--- src/rtl/lram_fill_sched.sv ---
// lram_fill_sched: per-scanline scheduler for the ping-pong line RAM feeding video output.
// Each line start clears the back bank, then grants the write port to the enabled layers
// from lowest to highest priority so that later layers overwrite earlier ones.
// Ports:
//   gclk, rstn              clock, asynchronous active-low reset
//   hcomp                   1-cycle line-start pulse
//   lramsel                 bank currently displayed
//   fill_line/clr_len/layer_en  line parameters, sampled on hcomp
//   req_start/req_ready     per-layer start pulse and one-hot grant
//   req_line                latched line number
//   req_valid/addr/data/last  per-layer pixel stream
//   wr_en/wr_bank/wr_addr/wr_data  line RAM write port
//   busy/done/overrun/ovr_cnt  status
module lram_fill_sched #(
    parameter int NREQ = 4,
    parameter int AW = 10,
    parameter int DW = 16,
    parameter logic [DW-1:0] CLR_VAL = 16'h0000,
    parameter logic [DW-1:0] TRANSP = 16'h0000
) (
    input  logic                gclk,
    input  logic                rstn,
    input  logic                hcomp,
    input  logic                lramsel,
    input  logic [9:0]          fill_line,
    input  logic [AW:0]         clr_len,
    input  logic [NREQ-1:0]     layer_en,
    output logic [NREQ-1:0]     req_start,
    output logic [9:0]          req_line,
    input  logic [NREQ-1:0]     req_valid,
    input  logic [NREQ*AW-1:0]  req_addr,
    input  logic [NREQ*DW-1:0]  req_data,
    input  logic [NREQ-1:0]     req_last,
    output logic [NREQ-1:0]     req_ready,
    output logic                wr_en,
    output logic                wr_bank,
    output logic [AW-1:0]       wr_addr,
    output logic [DW-1:0]       wr_data,
    output logic                busy,
    output logic                done,
    output logic                overrun,
    output logic [7:0]          ovr_cnt
);
    localparam int KW = (NREQ > 1) ? $clog2(NREQ) : 1;
    localparam logic [AW:0] ONE = 1;

    typedef enum logic [2:0] {IDLE, CLEAR, START, XFER, DONE} state_t;

    state_t          state_q, state_d;
    logic [9:0]      line_q, line_d;
    logic [AW:0]     len_q, len_d, ptr_q, ptr_d;
    logic [NREQ-1:0] en_q, en_d;
    logic [KW-1:0]   k_q, k_d, nxt_k;
    logic            bank_q, bank_d, nxt_ok, xfer, keep;
    logic [7:0]      ovr_q, ovr_d;
    logic [AW-1:0]   px_addr;
    logic [DW-1:0]   px_data;
    int              lo;

    assign px_addr  = req_addr[k_q*AW +: AW];
    assign px_data  = req_data[k_q*DW +: DW];
    assign busy     = state_q != IDLE;
    assign done     = state_q == DONE;
    assign overrun  = hcomp && state_q != IDLE;
    // A new line start cancels any transfer offered in the same cycle.
    assign xfer     = state_q == XFER && req_valid[k_q] && !hcomp;
    // Transparent pixels only punch through above the backdrop; off-line addresses are dropped.
    assign keep     = !((k_q != '0 && px_data == TRANSP) || {1'b0, px_addr} >= len_q);
    assign req_line = line_q;
    assign ovr_cnt  = ovr_q;
    assign wr_bank  = bank_d;

    // Next enabled layer: lowest overall when leaving CLEAR, otherwise strictly above k.
    always_comb begin
        lo = (state_q == CLEAR) ? 0 : int'(k_q) + 1;
        nxt_ok = 1'b0;
        nxt_k = '0;
        for (int i = NREQ - 1; i >= 0; i--)
            if (en_q[i] && i >= lo) begin
                nxt_ok = 1'b1;
                nxt_k = KW'(i);
            end
    end

    always_comb begin
        state_d = state_q;
        line_d = line_q;
        len_d = len_q;
        en_d = en_q;
        ptr_d = ptr_q;
        k_d = k_q;
        ovr_d = ovr_q;
        // The display bank has already swapped by the first clear cycle; capture its complement there.
        bank_d = (state_q == CLEAR && ptr_q == '0) ? ~lramsel : bank_q;
        req_start = '0;
        req_ready = '0;
        wr_en = 1'b0;
        wr_addr = '0;
        wr_data = '0;
        case (state_q)
            CLEAR: begin
                wr_en = 1'b1;
                wr_addr = ptr_q[AW-1:0];
                wr_data = CLR_VAL;
                ptr_d = ptr_q + ONE;
                if (ptr_q == len_q - ONE) begin
                    state_d = nxt_ok ? START : DONE;
                    k_d = nxt_k;
                end
            end
            START: begin
                req_start[k_q] = 1'b1;
                state_d = XFER;
            end
            XFER: begin
                req_ready[k_q] = 1'b1;
                wr_en = xfer && keep;
                wr_addr = px_addr;
                wr_data = px_data;
                if (xfer && req_last[k_q]) begin
                    state_d = nxt_ok ? START : DONE;
                    k_d = nxt_k;
                end
            end
            DONE: state_d = IDLE;
            default: state_d = IDLE;
        endcase
        if (hcomp) begin
            state_d = CLEAR;
            line_d = fill_line;
            len_d = clr_len;
            en_d = layer_en;
            ptr_d = '0;
            if (state_q != IDLE)
                ovr_d = (ovr_q == 8'hFF) ? ovr_q : ovr_q + 8'd1;
        end
    end

    always_ff @(posedge gclk or negedge rstn) begin
        if (!rstn) begin
            state_q <= IDLE;
            line_q <= '0;
            len_q <= '0;
            en_q <= '0;
            ptr_q <= '0;
            k_q <= '0;
            bank_q <= 1'b1;
            ovr_q <= '0;
        end else begin
            state_q <= state_d;
            line_q <= line_d;
            len_q <= len_d;
            en_q <= en_d;
            ptr_q <= ptr_d;
            k_q <= k_d;
            bank_q <= bank_d;
            ovr_q <= ovr_d;
        end
    end
endmodule
--- config.mk ---
export PLATFORM = sky130hd
export DESIGN_NAME = lram_fill_sched
export DESIGN_NICKNAME = d
export VERILOG_FILES = /design/src/rtl/lram_fill_sched.sv
export SDC_FILE = /design/constraint.sdc
export NUM_CORES = 1
export LEC_CHECK = 0
export BUFFER_PORTS_ARGS = -buffer_cell sky130_fd_sc_hd__buf_4
export CAP_MARGIN = 0
export CORE_ASPECT_RATIO = 1.1
export CORE_MARGIN = 1
export CORE_UTILIZATION = 35
export CTS_BUF_LIST = sky130_fd_sc_hd__clkbuf_8 sky130_fd_sc_hd__clkbuf_16
export DETAILED_ROUTE_END_ITERATION = 16
export PLACE_DENSITY_LB_ADDON = 0.3
export SYNTH_ARGS = -nofsm -noshare
export SYNTH_HDL_FRONTEND = slang
export SYNTH_SLANG_ARGS = --single-unit
--- constraint.sdc ---
create_clock -name gclk -period 4.53 [get_ports gclk]
set_clock_uncertainty 0.2 [all_clocks]
set_input_delay 0.453 -clock gclk [delete_from_list [all_inputs] [get_ports gclk]]
set_output_delay 0.453 -clock gclk [all_outputs]
set_load 0.05 [all_outputs]
==> results.sh, run 1 <==
export IMPL_die_y_um=114.0
export IMPL_outcome="finished with violations"
export IMPL_via_per_inst=5.428
export IMPL_worst_hold_path_type="primary input to asynchronous set/reset pin"
export IMPL_synthTopCellsByArea="dfrtp_1, mux4_2, ha_1"
export IMPL_std_cell_rows=40
export IMPL_setup_tns_ns=0
export IMPL_synth_flop_cell="dfrtp_1"
export IMPL_grt_pass1_vias=4082
export IMPL_grt_max_degree=52
export IMPL_cellPowerDensity_mw_per_mm2=328.1
export IMPL_ant_nets=0
export IMPL_coreArea_mm2=0.01101
export IMPL_grtUsageTotal_pct=21.60
export IMPL_synth_cell_types=56
export IMPL_end_kind="output pin"
export IMPL_first_pass_iters=7
export IMPL_clock_latency_ns=0.29
export IMPL_violations="hold timing"
export IMPL_vias=3979
export IMPL_setup_slack_ns=0.7173
export IMPL_dieArea_mm2=0.01184
export IMPL_syn_nets=563
export IMPL_synth_seq_cells=50
export IMPL_worst_pin_slew_ns=0.9195
export IMPL_arrival_ns=3.16
export IMPL_yosys_warnings=0
export IMPL_pre_cts_ws_ns=0.9814
export IMPL_nets=744
export IMPL_path_class="flip-flop to output pin"
export IMPL_synth_edf_count=0
export IMPL_fin_crit_ns=3.813
export IMPL_async_flop_share_pct=100.0
export IMPL_p_leak_uw=0.002731
export IMPL_numCtsBuffers=5
export IMPL_vdd_drop_max_uv=189.3
export IMPL_path_max_fanout=23
export IMPL_rsz0062_at_grt="false"
export IMPL_syn_area_mm2=0.003994
export IMPL_ys_seq_area_share_pct=31.36
export IMPL_hold_buffers=0
export IMPL_drc_errors=0
export IMPL_cts_max_path_buffers=2
export IMPL_final_core_util_pct=52.28
export IMPL_slew_violations=0
export IMPL_cts_sinks=50
export IMPL_clk_pin_slew_ns=0.07
export IMPL_post_cts_buffers=0
export IMPL_tritoncts="built"
export IMPL_finalHoldViolations=10
export IMPL_wl_um=12700
export IMPL_maxCapViolCount=0
export IMPL_hpwl_um=10310
export IMPL_synth_top_area_cell="dfrtp_1"
export IMPL_place_inst=725
export IMPL_wl_per_cell_um=17.32
export IMPL_yosys_top_cells_count="dfrtp_1, nor2_1, nand2_1, mux4_2, and3_1"
export IMPL_syn_instance_count=404
export IMPL_start_util_pct=36.27
export IMPL_drive_gt1_share_pct=44.54
export IMPL_fmax_mhz=262.3
export IMPL_startpoint_type="flip-flop"
export IMPL_die_w_um=103.9
export IMPL_antenna_found_initial=0
export IMPL_yosysMostFrequentCell="dfrtp_1"
export IMPL_syn_avg_cell_area_um2=9.886
export IMPL_cp_required_ns=3.88
export IMPL_drtIter0Drc=170
export IMPL_ctsResizeCount=0
export IMPL_place_congestion=0.9422
export IMPL_final_cells=733
export IMPL_cts_root_buf="clkbuf_16"
export IMPL_post_route_period_util_pct=84.17
export IMPL_port_buffer_count=197
export IMPL_boundaryPins=198
export IMPL_diodes=0
export IMPL_whs_ns=-0.02215
export IMPL_grt_overflow_total=0
export IMPL_finalSetupViolations=0
export IMPL_relSlewSlack_pct=38.14
export IMPL_grt_pass1_wl_um=20330
export IMPL_yosysTopAreaCellShare_pct=30.70
export IMPL_areaGrowthSynthToFinish_pct=44.14
export IMPL_cts_max_level=2
-- metal layers --
metal / vias up / GRT usage (%) / wire length, um
met5: - / 0 / 0
met4: 0 / 8.476 / 357
met3: 31 / 4.514 / 849
met2: 176 / 37.82 / 6475
met1: 1911 / 26.08 / 5016
li1: 1861 / - / -
-- state kept, by name (all words and copies together) (netlist names) --
signal / flops
req_line: 10
en_q: 4
ptr_q: 11
ovr_cnt: 8
state_q: 3
bank_q: 1
k_q: 2
len_q: 11
-- through the flow --
stage                     power (uW)  instance area, um2
after global routing            2002                5757
final                           1889                5757
after global placement          1437                5579
after detailed placement        1455                5579
after floorplan                 1166                3999
after CTS                       1902                5757
-- critical path, stage by stage, from the launching register on --
cell	delay, ns
dfrtp_2	0.78
buf_4	0.38
mux4_2	0.55
ha_1	0.30
o2111ai_1	0.11
a311oi_1	0.44
o31ai_2	0.11
buf_4	0.21
-- cell type report --
class	count	area, um2
fill	1004	5254
inverter	20	75.07
multi-input combinational	307	2557
clock buffer	6	138.9
clock inverter	2	38.79
sequential	50	1254
timing repair buffer	201	1509
tap	147	183.9
-- path summary, 6_finish.rpt --
| check | startpoint | end | slack, ns | depth (start not counted) |
|---|---|---|---|---|
| worst max-delay path | k_q[0] | wr_en | 0.72 | 7 |
| worst min-delay path | rstn | len_q[7] | -0.02 | 1 |
| worst max register to register | len_q[1] | state_q[0] | 1.23 | 8 |
| worst min register to register | ovr_cnt[6] | ovr_cnt[6] | 0.30 | 1 |
| max in group asynchronous | rstn | k_q[0] | 3.67 | 1 |
| min in group gclk | lramsel | bank_q | 0.16 | 2 |
-- logic make-up (layout without fill, tap and decap cells) --
| group | count (synthesis) | in the layout | synth area share, % |
|---|---|---|---|
| AND/OR/NAND/NOR | 150 | 150 | 20.02 |
| AO/OA/AOI/OAI | 57 | 57 | 9.555 |
| multiplexers | 55 | 55 | 22.78 |
| flip-flops | 50 | 50 | 31.36 |
| buffers and inverters | 47 | 229 | 4.730 |
| XOR/XNOR | 27 | 27 | 5.921 |
| adder cells (fa/ha/maj) | 18 | 18 | 5.639 |
-- cell usage in the layout (no fill, tap or decap), types with 2 or more instances in the layout --
| cell | count |
|---|---|
| nor3b_1 | 4 |
| o21a_1 | 3 |
| xor2_1 | 7 |
| o211ai_1 | 2 |
| nor2b_1 | 2 |
| nand3b_1 | 2 |
| or3b_2 | 2 |
| a22oi_1 | 2 |
| a31oi_1 | 2 |
| mux2_2 | 17 |
| o21ai_0 | 18 |
| a311oi_1 | 4 |
| nand2b_1 | 4 |
| ha_1 | 18 |
| mux4_2 | 27 |
| buf_4 | 201 |
| a21oi_1 | 9 |
| a21o_1 | 2 |
| or4_1 | 2 |
| and2_1 | 4 |
| or3_1 | 6 |
| xnor2_1 | 20 |
| dfrtp_1 | 48 |
| nand4_1 | 9 |
| mux2i_1 | 11 |
| nor2_1 | 33 |
| nand2_1 | 30 |
| nor4_1 | 8 |
| nor3_1 | 7 |
| clkbuf_16 | 5 |
| a41oi_1 | 3 |
| inv_1 | 20 |
| nand3_1 | 5 |
| and3_1 | 26 |
-- power breakdown --
group	switching (uW)	total (uW)	internal (uW)
clock network	168	446	278
registers	92.5	603	510
logic	449	840	391
total	710	1890	1180
No activity file was read; power rests on OpenSTA's default activity.
==> run 2, diff against run 1 <==
Clock period 4.53 ns to 3.86 ns, I/O delays scaled along.
==> run 2 against run 1 <==
The flow now finishes without violations. Non-clock buffer count increased by 4. Critical endpoint unchanged. Critical path type unchanged. Worst setup slack lost 0.38 ns. Sequential power is 16% higher. Combinational power increased by 19%. Cell count grew 0.55%. Core utilization up 0.27 points. Total power grew 16%. Largest power group unchanged.
==> results.sh, run 2 (same netlist as run 1, synthesis figures left out) <==
export IMPL_combPwrFrac_pct=45.5
export IMPL_grt_pass1_wl_um=20390
export IMPL_first_pass_iters=5
export IMPL_boundaryPins=198
export IMPL_dieArea_mm2=0.01184
export IMPL_drive_gt1_share_pct=44.58
export IMPL_clock_power_share_pct=22.7
export IMPL_fmax_mhz=284.0
export IMPL_placed_area_mm2=0.005610
export IMPL_drc_errors=0
export IMPL_clk_pin_slew_ns=0.07
export IMPL_cp_required_ns=3.27
export IMPL_die_y_um=114.0
export IMPL_worst_hold_path_type="primary input to flip-flop"
export IMPL_port_buffer_count=197
export IMPL_grtUsageTotal_pct=21.83
export IMPL_setup_tns_ns=0
export IMPL_post_cts_buffers=0
export IMPL_grt_max_degree=52
export IMPL_hpwl_um=10410
export IMPL_areaGrowthSynthToFinish_pct=44.89
export IMPL_fin_crit_ns=3.521
export IMPL_slew_violations=0
export IMPL_nets=748
export IMPL_post_route_period_util_pct=91.22
export IMPL_relSlewSlack_pct=38.19
export IMPL_drtIter0Drc=159
export IMPL_worst_pin_slew_ns=0.9186
export IMPL_p_seq_share_pct=31.9
export IMPL_maxCapViolCount=0
export IMPL_p_leak_uw=0.002743
export IMPL_grt_pass1_vias=4123
export IMPL_antenna_found_initial=0
export IMPL_die_w_um=103.9
export IMPL_start_util_pct=36.27
export IMPL_grt_overflow_total=0
export IMPL_cts_sinks=50
export IMPL_startpoint_type="flip-flop"
export IMPL_numCtsBuffers=5
export IMPL_vdd_drop_max_uv=219.7
export IMPL_outcome="finished clean"
export IMPL_rsz0062_at_grt="false"
export IMPL_ant_nets=0
export IMPL_layout_commonest_cell="buf_4"
export IMPL_cellPowerDensity_mw_per_mm2=380.0
export IMPL_place_congestion=0.9380
export IMPL_fin_area_mm2=0.005787
export IMPL_final_core_util_pct=52.56
export IMPL_cts_max_level=2
export IMPL_finalSetupViolations=0
export IMPL_coreArea_mm2=0.01101
export IMPL_finalHoldViolations=0
export IMPL_final_cell_mix="buf_4, dfrtp_1, nor2_1, nand2_1, mux4_2"
export IMPL_via_per_inst=5.349
export IMPL_end_kind="output pin"
export IMPL_path_max_fanout=13
export IMPL_clock_latency_ns=0.29
export IMPL_cts_root_buf="clkbuf_16"
export IMPL_p_sw_share_pct=37.75
export IMPL_cts_max_path_buffers=2
export IMPL_tritoncts="built"
export IMPL_diodes=0
export IMPL_wl_um=12880
export IMPL_switchingPower_uw=830.1
export IMPL_path_class="flip-flop to output pin"
export IMPL_p_int_uw=1369
export IMPL_arrival_ns=2.94
export IMPL_wl_per_cell_um=17.48
export IMPL_std_cell_rows=40
export IMPL_vias=3942
export IMPL_ctsResizeCount=0
-- run 2: cell count changes in the layout (fill, tap and decap cells not counted) --
cell / previous run / this run
inv_6: 1 / 0
clkinvlp_4: 0 / 1
o31ai_4: 0 / 1
clkbuf_8: 1 / 0
dlygate4sd3_1: 0 / 1
o31ai_2: 1 / 0
buf_4: 201 / 204
inv_1: 20 / 21
-- run 2: layout make-up --
type                            instances  area, um2
Sequential cell                        50       1254
Clock inverter                          3      41.29
Timing Repair Buffer                  205       1541
Fill cell                            1046       5224
Tap cell                              147      183.9
Multi-Input combinational cell        307       2566
Inverter                               20      75.07
Clock buffer                            5      125.1
-- run 2: path summary, 6_finish.rpt --
kind                            start           to  slack (ns)  cells after the start
max                            k_q[0]        wr_en        0.34                      7
min reg2reg                ovr_cnt[4]   ovr_cnt[4]        0.31                      1
max in group asynchronous        rstn       k_q[0]        2.51                      2
max reg2reg                  len_q[0]       k_q[0]        0.50                      8
min in group asynchronous        rstn  req_line[1]        0.47                      2
min                        clr_len[2]     len_q[2]        0.10                      3
-- run 2: what timing repair did --
action	CTS	global route
hold buffers	1	0
hold endpoints to repair	49	0
endpoints found under the setup margin	0	0
-- run 2: metrics by stage --
step / cells / hold WS, ns / power, uW / setup WS, ns
finish: 737 / 0.1030 / 2199 / 0.3390
global route: 737 / 0.1033 / 2328 / 0.1352
CTS: 737 / 0.08721 / 2212 / 0.2878
detailed placement: 728 / 0.2703 / 1712 / 0.5764
global placement: 728 / 0.2514 / 1688 / 0.6654
floorplan: 404 / -0.1096 / 1371 / 0.1563
-- run 2: power by group through the flow --
stage                     registers (uW)  logic, uW  clock network, uW
after floorplan                      820        551                  0
after global placement               706        981                  0
after detailed placement             711       1000                  0
after CTS                            702       1000                506
after global routing                 714       1080                528
final                                701       1000                498
-- run 2: layer usage --
layer  GRT usage [%]  vias up  wire length [um]
met5               0        -                 0
met4           6.952        0               238
met3           4.229       19               906
met2           39.73      151              6847
met1           25.95     1910              4889
li1                -     1862                 -
-- run 2: critical path, cell delays in order, from the launching register on --
cell and delay (ns):
dfrtp_2 0.59, buf_4 0.29, mux4_2 0.53, nor4_1 0.37
nand4_1 0.17, nor4_1 0.37, o31ai_4 0.12, buf_4 0.20
